$ cat src/rtl/demux_pkg.sv
// Shared definitions for the demux frame collector: channel count, FSM encoding
// and the mask popcount helper.
package demux_pkg;

  localparam int NCH = 8;

  typedef enum logic {
    COLLECT = 1'b0,
    HOLD    = 1'b1
  } state_t;

  function automatic logic [3:0] popcount8(input logic [NCH-1:0] m);
    logic [3:0] cnt;
    cnt = '0;
    for (int i = 0; i < NCH; i++) cnt = cnt + 4'(m[i]);
    return cnt;
  endfunction

endpackage

$ cat src/rtl/demux_frame_collector_demux.sv
// 1-to-8 demultiplexer: routes din to the output selected by sel, others low.
module demux_1to8 (
  input  logic       din,
  input  logic [2:0] sel,
  output logic [7:0] dout
);

  always_comb begin
    dout      = '0;
    dout[sel] = din;
  end

endmodule

$ cat src/rtl/demux_frame_collector.sv
// Collects single-bit channel writes into an 8-bit frame and hands the complete
// frame to a consumer with a valid/ready handshake.
module demux_frame_collector
  import demux_pkg::*;
#(
  parameter int NCH = demux_pkg::NCH
) (
  input  logic           clk,
  input  logic           rst,
  input  logic           in_valid,
  output logic           in_ready,
  input  logic           y,
  input  logic [2:0]     sel,
  input  logic           flush,
  output logic [NCH-1:0] frame_out,
  output logic           frame_valid,
  input  logic           frame_ready,
  output logic [3:0]     fill_count,
  output logic           dup_err
);

  state_t         state, state_nxt;
  logic           accept;
  logic [NCH-1:0] we;
  logic [NCH-1:0] mask, mask_nxt;
  logic [NCH-1:0] frame_nxt;

  assign in_ready    = (state == COLLECT);
  assign frame_valid = (state == HOLD);
  assign accept      = in_valid & in_ready & ~flush;

  demux_1to8 u_we_demux (
    .din  (accept),
    .sel  (sel),
    .dout (we)
  );

  always_comb begin
    state_nxt = state;
    mask_nxt  = mask;
    frame_nxt = frame_out;
    case (state)
      COLLECT: begin
        if (flush) begin
          mask_nxt = '0;
        end else if (accept) begin
          mask_nxt  = mask | we;
          // Enable-gated data keeps writes of 0 and 1 symmetric.
          frame_nxt = (frame_out & ~we) | ({NCH{y}} & we);
          if (&mask_nxt) state_nxt = HOLD;
        end
      end
      HOLD: begin
        if (frame_ready) begin
          mask_nxt  = '0;
          state_nxt = COLLECT;
        end
      end
      default: state_nxt = COLLECT;
    endcase
  end

  always_ff @(posedge clk) begin
    if (rst) begin
      state      <= COLLECT;
      mask       <= '0;
      frame_out  <= '0;
      fill_count <= '0;
      dup_err    <= 1'b0;
    end else begin
      state      <= state_nxt;
      mask       <= mask_nxt;
      frame_out  <= frame_nxt;
      fill_count <= popcount8(mask_nxt);
      dup_err    <= |(we & mask);
    end
  end

endmodule

$ cat config.mk
export PLATFORM = sky130hd
export DESIGN_NAME = demux_frame_collector
export DESIGN_NICKNAME = d
export VERILOG_FILES = /design/src/rtl/demux_pkg.sv /design/src/rtl/demux_frame_collector_demux.sv /design/src/rtl/demux_frame_collector.sv
export SDC_FILE = /design/constraint.sdc
export NUM_CORES = 1
export LEC_CHECK = 0
export ABC_AREA = 1
export ABC_CLOCK_PERIOD_IN_PS = 3500
export CORE_ASPECT_RATIO = 1.2
export CORE_UTILIZATION = 35
export DETAILED_ROUTE_END_ITERATION = 6
export GPL_TIMING_DRIVEN = 0
export SYNTH_ARGS = -nofsm -noshare
export SYNTH_HDL_FRONTEND = slang
export SYNTH_SLANG_ARGS = --single-unit
$ cat constraint.sdc
create_clock -name clk -period 3.5 [get_ports clk]
set_input_delay 0.7 -clock clk [delete_from_list [all_inputs] [get_ports clk]]
set_output_delay 0.7 -clock clk [all_outputs]
set_load 0.01 [all_outputs]
==> key figures, run 1 <==
Worst setup path
  – R2R setup slack: 170 ps
  – Worst Setup SP: sel[2]
  – CP peak stage delay: 520 ps
  – R2R Path Start: frame_valid$_SDFF_PP0_
  – WP buf/inv: 3
  – CP endpoint: fill_count[1]$_SDFF_PP0_
  – Crit path max-delay cell type: fa_2
  – Crit path depth: 13
  – Crit-path cells: buf_6 -> nor3_4 -> nand2_2 -> nand2_2 -> nand2_2 -> fa_1 -> fa_1 -> inv_1 -> fa_1 -> ha_2 -> inv_2 -> fa_2 -> nor2_1
  – Reg2reg path depth: 13
  – Worst flop-to-flop path endpoint: fill_count[1]$_SDFF_PP0_
  – Worst setup EP type: flop
  – CP startpoint kind: primary input
  – Critical Path AT: 3600 ps
  – CP required: 3700 ps
  – Critical Path Fanout Max: 7
  – Crit Path Category: primary input to flop
  – Top delay family on crit path: adder cells

CTS
  – Num CTS Buffers: 3
  – CTS clk-pin slew, worst paths: 120 ps
  – Clock latency on the worst-skew pair: 310 ps
  – CTS tree: done
  – Hold_buf cts: 0
  – H-tree Lvls: 1
  – Clock sink count: 22
  – Root Driver: clkbuf_4
  – CTS Buffer Depth: 2

Routing
  – TritonRoute pass-1 iters: 4
  – WL met3: 125 um
  – Initial DRC Count: 14
  – WL met1: 1234 um
  – Top Layer Used: met4
  – Drt wl/cell: 11.95 um
  – Drt total wl: 2892 um
  – Met2 WL: 1459 um
  – Vias per cell: 4.847
  – Final ANT Viol Nets: 0
  – DR vias: 1173
  – # DRC: 0

Run status
  – Status: finished clean

Timing
  – Final setup viols: 0
  – Tmin final: 3397 ps
  – Tightest Pin Transition: 523.4 ps
  – Setup TNS: 0 ps
  – Min Hold Slack: 467.5 ps
  – Final period util: 97.06%
  – Rel. slew slack: 65.10%
  – Max Clock Freq: 294.4 MHz
  – Setup ws final: 103.0 ps
  – Fin. Hold Viols: 0
  – Max-slew violations: 0
  – Setup Skew: 2.980 ps

Yosys
  – Seq cells post-synth: 22
  – Distinct cells, synth: 21
  – Avg Cell Area, Syn: 6.980 sq um
  – Synth warn: 0
  – Mapped Nets: 187
  – Sequential area share after synthesis: 36.90%
  – Yosys top cell by area: dfxtp_1
  – Synth Cell Area: 1194 sq um
  – Area share of the largest cell type after synthesis: 36.90%
  – Area contributors post-synth: dfxtp_1 (37%), nand2_1 (12%), inv_1 (9.1%)
  – Synth Instances: 171

Global routing
  – Initial antenna violation count: 0
  – Largest net degree at the start of global routing: 12
  – Global-route wire length before repair: 5188 um
  – Gr ovfl total: 0
  – Vias in the first global route: 1234
  – GRT Util Overall: 18.08%

Final layout
  – Commonest non-fill, non-tap cell in the layout: nand2_1
  – Register area: 441.7 sq um
  – Fillers: 319
  – Share of cells above drive strength 1: 23.30%
  – Cell area after layout: 1614 sq um
  – Final nets: 224
  – Area Growth Syn to Fin: 35.22%
  – Antenna Cells: 0
  – Footprint of the multi-input gates: 683.2 sq um
  – Utilization after layout: 50.99%
  – Most frequent cells in the layout: nand2_1 (34), inv_1 (24), nor2_1 (21), dfxtp_1 (21), clkdlybuf4s50_1 (16)

Min path
  – Worst hold stages: 2
  – Hold Crit Class: flop to flop

Placement
  – Post-DP HPWL: 2125 um
  – Dpl cell area: 1491 sq um
  – # port buffers: 22
  – GP Congestion: 0.7836
  – Post-place setup slack: -828.7 ps

Die
  – FP Rows: 22
  – I/O pin count: 24
  – Die width: 55.31 um
  – Die area: 3649 sq um
  – Die Y: 65.97 um
  – CORE AREA: 3166 sq um
  – Initial Util: 37.71%

Flow run
  – Max Cap Violations: 0

Power
  – VDD IR max: 0.1569 mV
  – Leak Pwr: 0.0006644 uW
  – Power per cell area: 269.4 nW/um^2
-- synth_stat cells --
| master | n |
|---|---|
| a21oi_1 | 11 |
| a21oi_2 | 1 |
| buf_2 | 1 |
| clkbuf_1 | 2 |
| dfxtp_1 | 22 |
| fa_1 | 4 |
| ha_1 | 3 |
| inv_1 | 29 |
| inv_2 | 1 |
| nand2_1 | 37 |
| nand2_2 | 4 |
| nand3_1 | 8 |
| nor2_1 | 23 |
| nor2_2 | 2 |
| nor2_4 | 1 |
| nor3_1 | 4 |
| nor3_2 | 1 |
| o21ai_0 | 14 |
| o21ai_4 | 1 |
| o21bai_1 | 1 |
| xor2_1 | 1 |
-- stage by stage --
step                      cells  power [uW]
after global routing        242       454.1
after floorplan             171       290.4
final                       242       434.9
after CTS                   241       437.1
after global placement      229       314.5
after detailed placement    229       314.7
-- worst min path at each step --
stage	from	to	slack, ps
floorplan	flop	flop	480
global placement	flop	flop	450
detailed placement	flop	flop	450
CTS	flop	flop	470
global route	flop	flop	490
finish	flop	flop	470
-- worst register-to-register path, cell delays in order (launching register included) --
cell and delay, ps:
dfxtp_2 390, inv_2 70, nor2_4 130, inv_2 80
o21ai_1 150, nand2_2 90, fa_1 500, fa_1 490
inv_1 50, fa_1 490, ha_2 180, inv_2 40
fa_2 520, nor2_1 40
-- timing repair --
item                                    in CTS  in global routing
endpoints found under the setup margin       4                  2
setup buffers                                9                  1
resized for setup                           40                  9
pin swaps                                   16                  9
-- cell type report --
type / count / area share (%)
Sequential cell: 22 / 27.36
Multi-Input combinational cell: 116 / 42.33
Buffer: 3 / 0.7752
Clock buffer: 3 / 1.395
Inverter: 30 / 7.132
Tap cell: 36 / 2.791
Timing Repair Buffer: 32 / 18.22
-- where the power goes --
| group | internal (uW) | total [uW] | leakage, uW | switching (uW) |
|---|---|---|---|---|
| logic | 26.0 | 63.1 | 0.000473 | 37.2 |
| registers | 253 | 254 | 0.000178 | 1.08 |
| clock network | 40.3 | 118 | 0.0000138 | 77.3 |
-- metal layers --
metal  GRT usage [%]  vias up
met5               0        -
met4           9.063        0
met3           3.523        9
met2           34.04       29
met1           19.13      535
li1                -      600
-- cells by family after synthesis --
family | Yosys count | synth area share [%]
buf+inv | 33 | 10.48
fa+ha+maj | 7 | 9.854
compound gates | 28 | 13.21
flops | 22 | 36.90
simple gates | 80 | 28.83
xor+xnor | 1 | 0.7339
No activity file was read; power rests on OpenSTA's default activity.
==> run 2: changes to the inputs <==
--- a/config.mk
+++ b/config.mk
@@ -7,10 +7,13 @@
 export LEC_CHECK = 0
 export ABC_AREA = 1
 export ABC_CLOCK_PERIOD_IN_PS = 3500
+export CELL_PAD_IN_SITES_DETAIL_PLACEMENT = 1
+export CELL_PAD_IN_SITES_GLOBAL_PLACEMENT = 1
 export CORE_ASPECT_RATIO = 1.2
-export CORE_UTILIZATION = 35
+export CORE_UTILIZATION = 32
 export DETAILED_ROUTE_END_ITERATION = 6
 export GPL_TIMING_DRIVEN = 0
+export PLACE_DENSITY_LB_ADDON = 0.1
 export SYNTH_ARGS = -nofsm -noshare
 export SYNTH_HDL_FRONTEND = slang
 export SYNTH_SLANG_ARGS = --single-unit
==> run 2 against run 1 <==
  * The flow now finishes with violations (DRC)
  * Hold slack lost 1.5 ps
  * Sequential power is essentially flat
  * Sequential share of layout area shrank 1.8 points
  * Clock-buffer cell count grew 1
  * Final cell count grew 4.1%
  * Combinational power grew 14%
  * Final area grew 7.1%
  * Maximum frequency shrank 1.7%
  * Critical path depth grew 1
  * Flip-flop and latch count is the same
  * Via count grew 3.5%
  * Non-clock buffer count grew 8
  * Critical endpoint unchanged
  * Largest cell class unchanged
==> key figures, run 2 (same netlist as run 1, synthesis figures left out) <==
Worst setup path
  – CP required: 3640 ps (-60 ps)
  – Worst setup EP type: flop
  – Crit Path Category: primary input to flop
  – Critical Path AT: 3600 ps (about the same)
  – CP startpoint kind: primary input
  – R2R setup slack: 130 ps (-40 ps)
  – Worst flop-to-flop path endpoint: fill_count[1]$_SDFF_PP0_
  – Critical Path Fanout Max: 7 (unchanged)
  – R2R Path Start: frame_valid$_SDFF_PP0_
  – Reg2reg path depth: 13 (unchanged)

Die
  – Die area: 3980 sq um (+9.1%)
  – Die Y: 68.91 um (+4.4%)
  – I/O pin count: 24 (unchanged)
  – Die width: 57.76 um (+4.4%)
  – CORE AREA: 3453 sq um (+9.1%)
  – FP Rows: 23 (+4.5%)
  – Initial Util: 34.57% (-3.1 points)

Power
  – Power per cell area: 296.4 nW/um^2 (+10%)
  – Leak Pwr: 0.0007193 uW (+8.3%)
  – Total Power: 512.6 uW (+18%)
  – VDD IR max: 0.1125 mV (-28%)

Routing
  – Initial DRC Count: 45 (+31)
  – Drt total wl: 3555 um (+23%)
  – Drt wl/cell: 14.11 um (+18%)
  – TritonRoute pass-1 iters: 6 (+2)
  – Vias per cell: 4.817 (-0.61%)
  – Final ANT Viol Nets: 0 (unchanged)
  – DR vias: 1214 (+3.5%)
  – # DRC: 3 (+3)

Final layout
  – Most frequent cells in the layout: nand2_1 (33), inv_1 (24), dfxtp_1 (21)
  – Share of cells above drive strength 1: 27.44% (+4.1 points)
  – Utilization after layout: 50.07% (-0.92 points)
  – Area Growth Syn to Fin: 44.86%
  – Antenna Cells: 0 (unchanged)
  – Fillers: 436 (+37%)
  – Layout Cells excl Fill: 252 (+4.1%)
  – Commonest non-fill, non-tap cell in the layout: nand2_1
  – Final nets: 232 (+3.6%)
  – Cell area after layout: 1729 sq um (+7.1%)

Timing
  – Tmin final: 3457 ps (+59.86 ps)
  – Final period util: 98.77% (+1.7 points)
  – Rel. slew slack: 59.44% (-5.7 points)
  – Max Clock Freq: 289.3 MHz (-1.7%)
  – Fin. Hold Viols: 0 (unchanged)
  – Max-slew violations: 0 (unchanged)
  – Tightest Pin Transition: 608.4 ps (+84.97 ps)
  – Setup Skew: 5.669 ps (+2.690 ps)
  – RSZ-0062 raised after global routing: true
  – Setup ws final: 43.09 ps (-59.86 ps)
  – Final setup viols: 0 (unchanged)

Placement
  – GP Congestion: 0.7676 (-2.0%)
  – Post-DP HPWL: 2358 um (+11%)
  – Dpl cell area: 1493 sq um (about the same)
  – # port buffers: 22 (unchanged)
  – Post-place setup slack: -935.5 ps (-106.8 ps)
  – Dpl cells: 230 (+0.44%)

CTS
  – H-tree Lvls: 1 (unchanged)
  – Num CTS Buffers: 3 (unchanged)
  – CTS clk-pin slew, worst paths: 80 ps (-40 ps)
  – Root Driver: clkbuf_8
  – CTS Buffer Depth: 2 (unchanged)
  – Clock latency on the worst-skew pair: 270 ps (-40 ps)
  – Hold_buf cts: 0 (unchanged)
  – Clock sink count: 22 (unchanged)
  – CTS tree: done

Flow run
  – Max Cap Violations: 0 (unchanged)

Global routing
  – Global-route wire length before repair: 5885 um (+13%)
  – Gr ovfl total: 0 (unchanged)
  – Largest net degree at the start of global routing: 13 (+1)
  – GRT Util Overall: 20.26% (+2.2 points)
  – Vias in the first global route: 1280 (+3.7%)
  – Initial antenna violation count: 0 (unchanged)

Run status
  – Failing checks: DRC
  – Status: finished, violations left

Min path
  – Hold Crit Class: flop to flop
  – Worst hold stages: 2 (unchanged)
-- run 2: metrics by stage --
| step | hold WS, ps | setup TNS (ps) |
|---|---|---|
| global route | 487.4 | -118.4 |
| global placement | 448.9 | -2725 |
| CTS | 469.9 | -103.6 |
| floorplan | 482.9 | 0 |
| detailed placement | 456.4 | -2880 |
| finish | 466.1 | 0 |
-- run 2: cell type report --
type                    count  area (sq um)  share of cell area, %
multi-input cells         116         694.4                  40.16
flip-flops and latches     22         441.7                  25.54
repair buffers             40         359.1                  20.77
inverters                  30         120.1                  6.946
clock buffers               4         55.05                  3.184
well taps                  37         46.29                  2.677
plain buffers               3         12.51                 0.7236
-- run 2: critical path, stage by stage --
cell,delay (ps)
buf_12,100
inv_6,40
nor3_4,180
nand2_2,90
nand2_2,90
nand2_2,70
fa_1,490
fa_1,500
inv_1,50
fa_1,490
ha_2,200
inv_2,40
fa_2,520
nor2_2,30
-- run 2: worst max-delay path by stage --
stage | cells past startpoint | startpoint | to | slack, ps
final | 14 | sel[0] | fill_count[1]$_SDFF_PP0_ | 40
after global routing | 14 | sel[0] | fill_count[1]$_SDFF_PP0_ | -70
after CTS | 13 | flush | fill_count[1]$_SDFF_PP0_ | -60
after detailed placement | 14 | sel[0] | fill_count[1]$_SDFF_PP0_ | -940
after global placement | 14 | sel[0] | fill_count[1]$_SDFF_PP0_ | -900
after floorplan | 13 | in_valid | fill_count[1]$_SDFF_PP0_ | 20
-- run 2: power breakdown --
| part | total, uW | internal, uW | switching [uW] |
|---|---|---|---|
| clock | 187 | 100 | 86.2 |
| sequential | 254 | 253 | 1.14 |
| combinational | 72.0 | 30.1 | 41.8 |
| total | 513 | 383 | 129 |
-- run 2: timing repair --
item	in CTS	in global routing
resized for setup	44	9
pin swaps	18	10
endpoints found under the setup margin	4	2
buffers inserted	14	4
-- run 2: per-layer routing --
layer	vias up	global-route usage, %	part of all wire, %
met5	-	0	0
li1	615	-	-
met2	19	39.39	52
met4	0	9.821	2.8
met1	573	21.67	43
met3	7	2.612	2.2
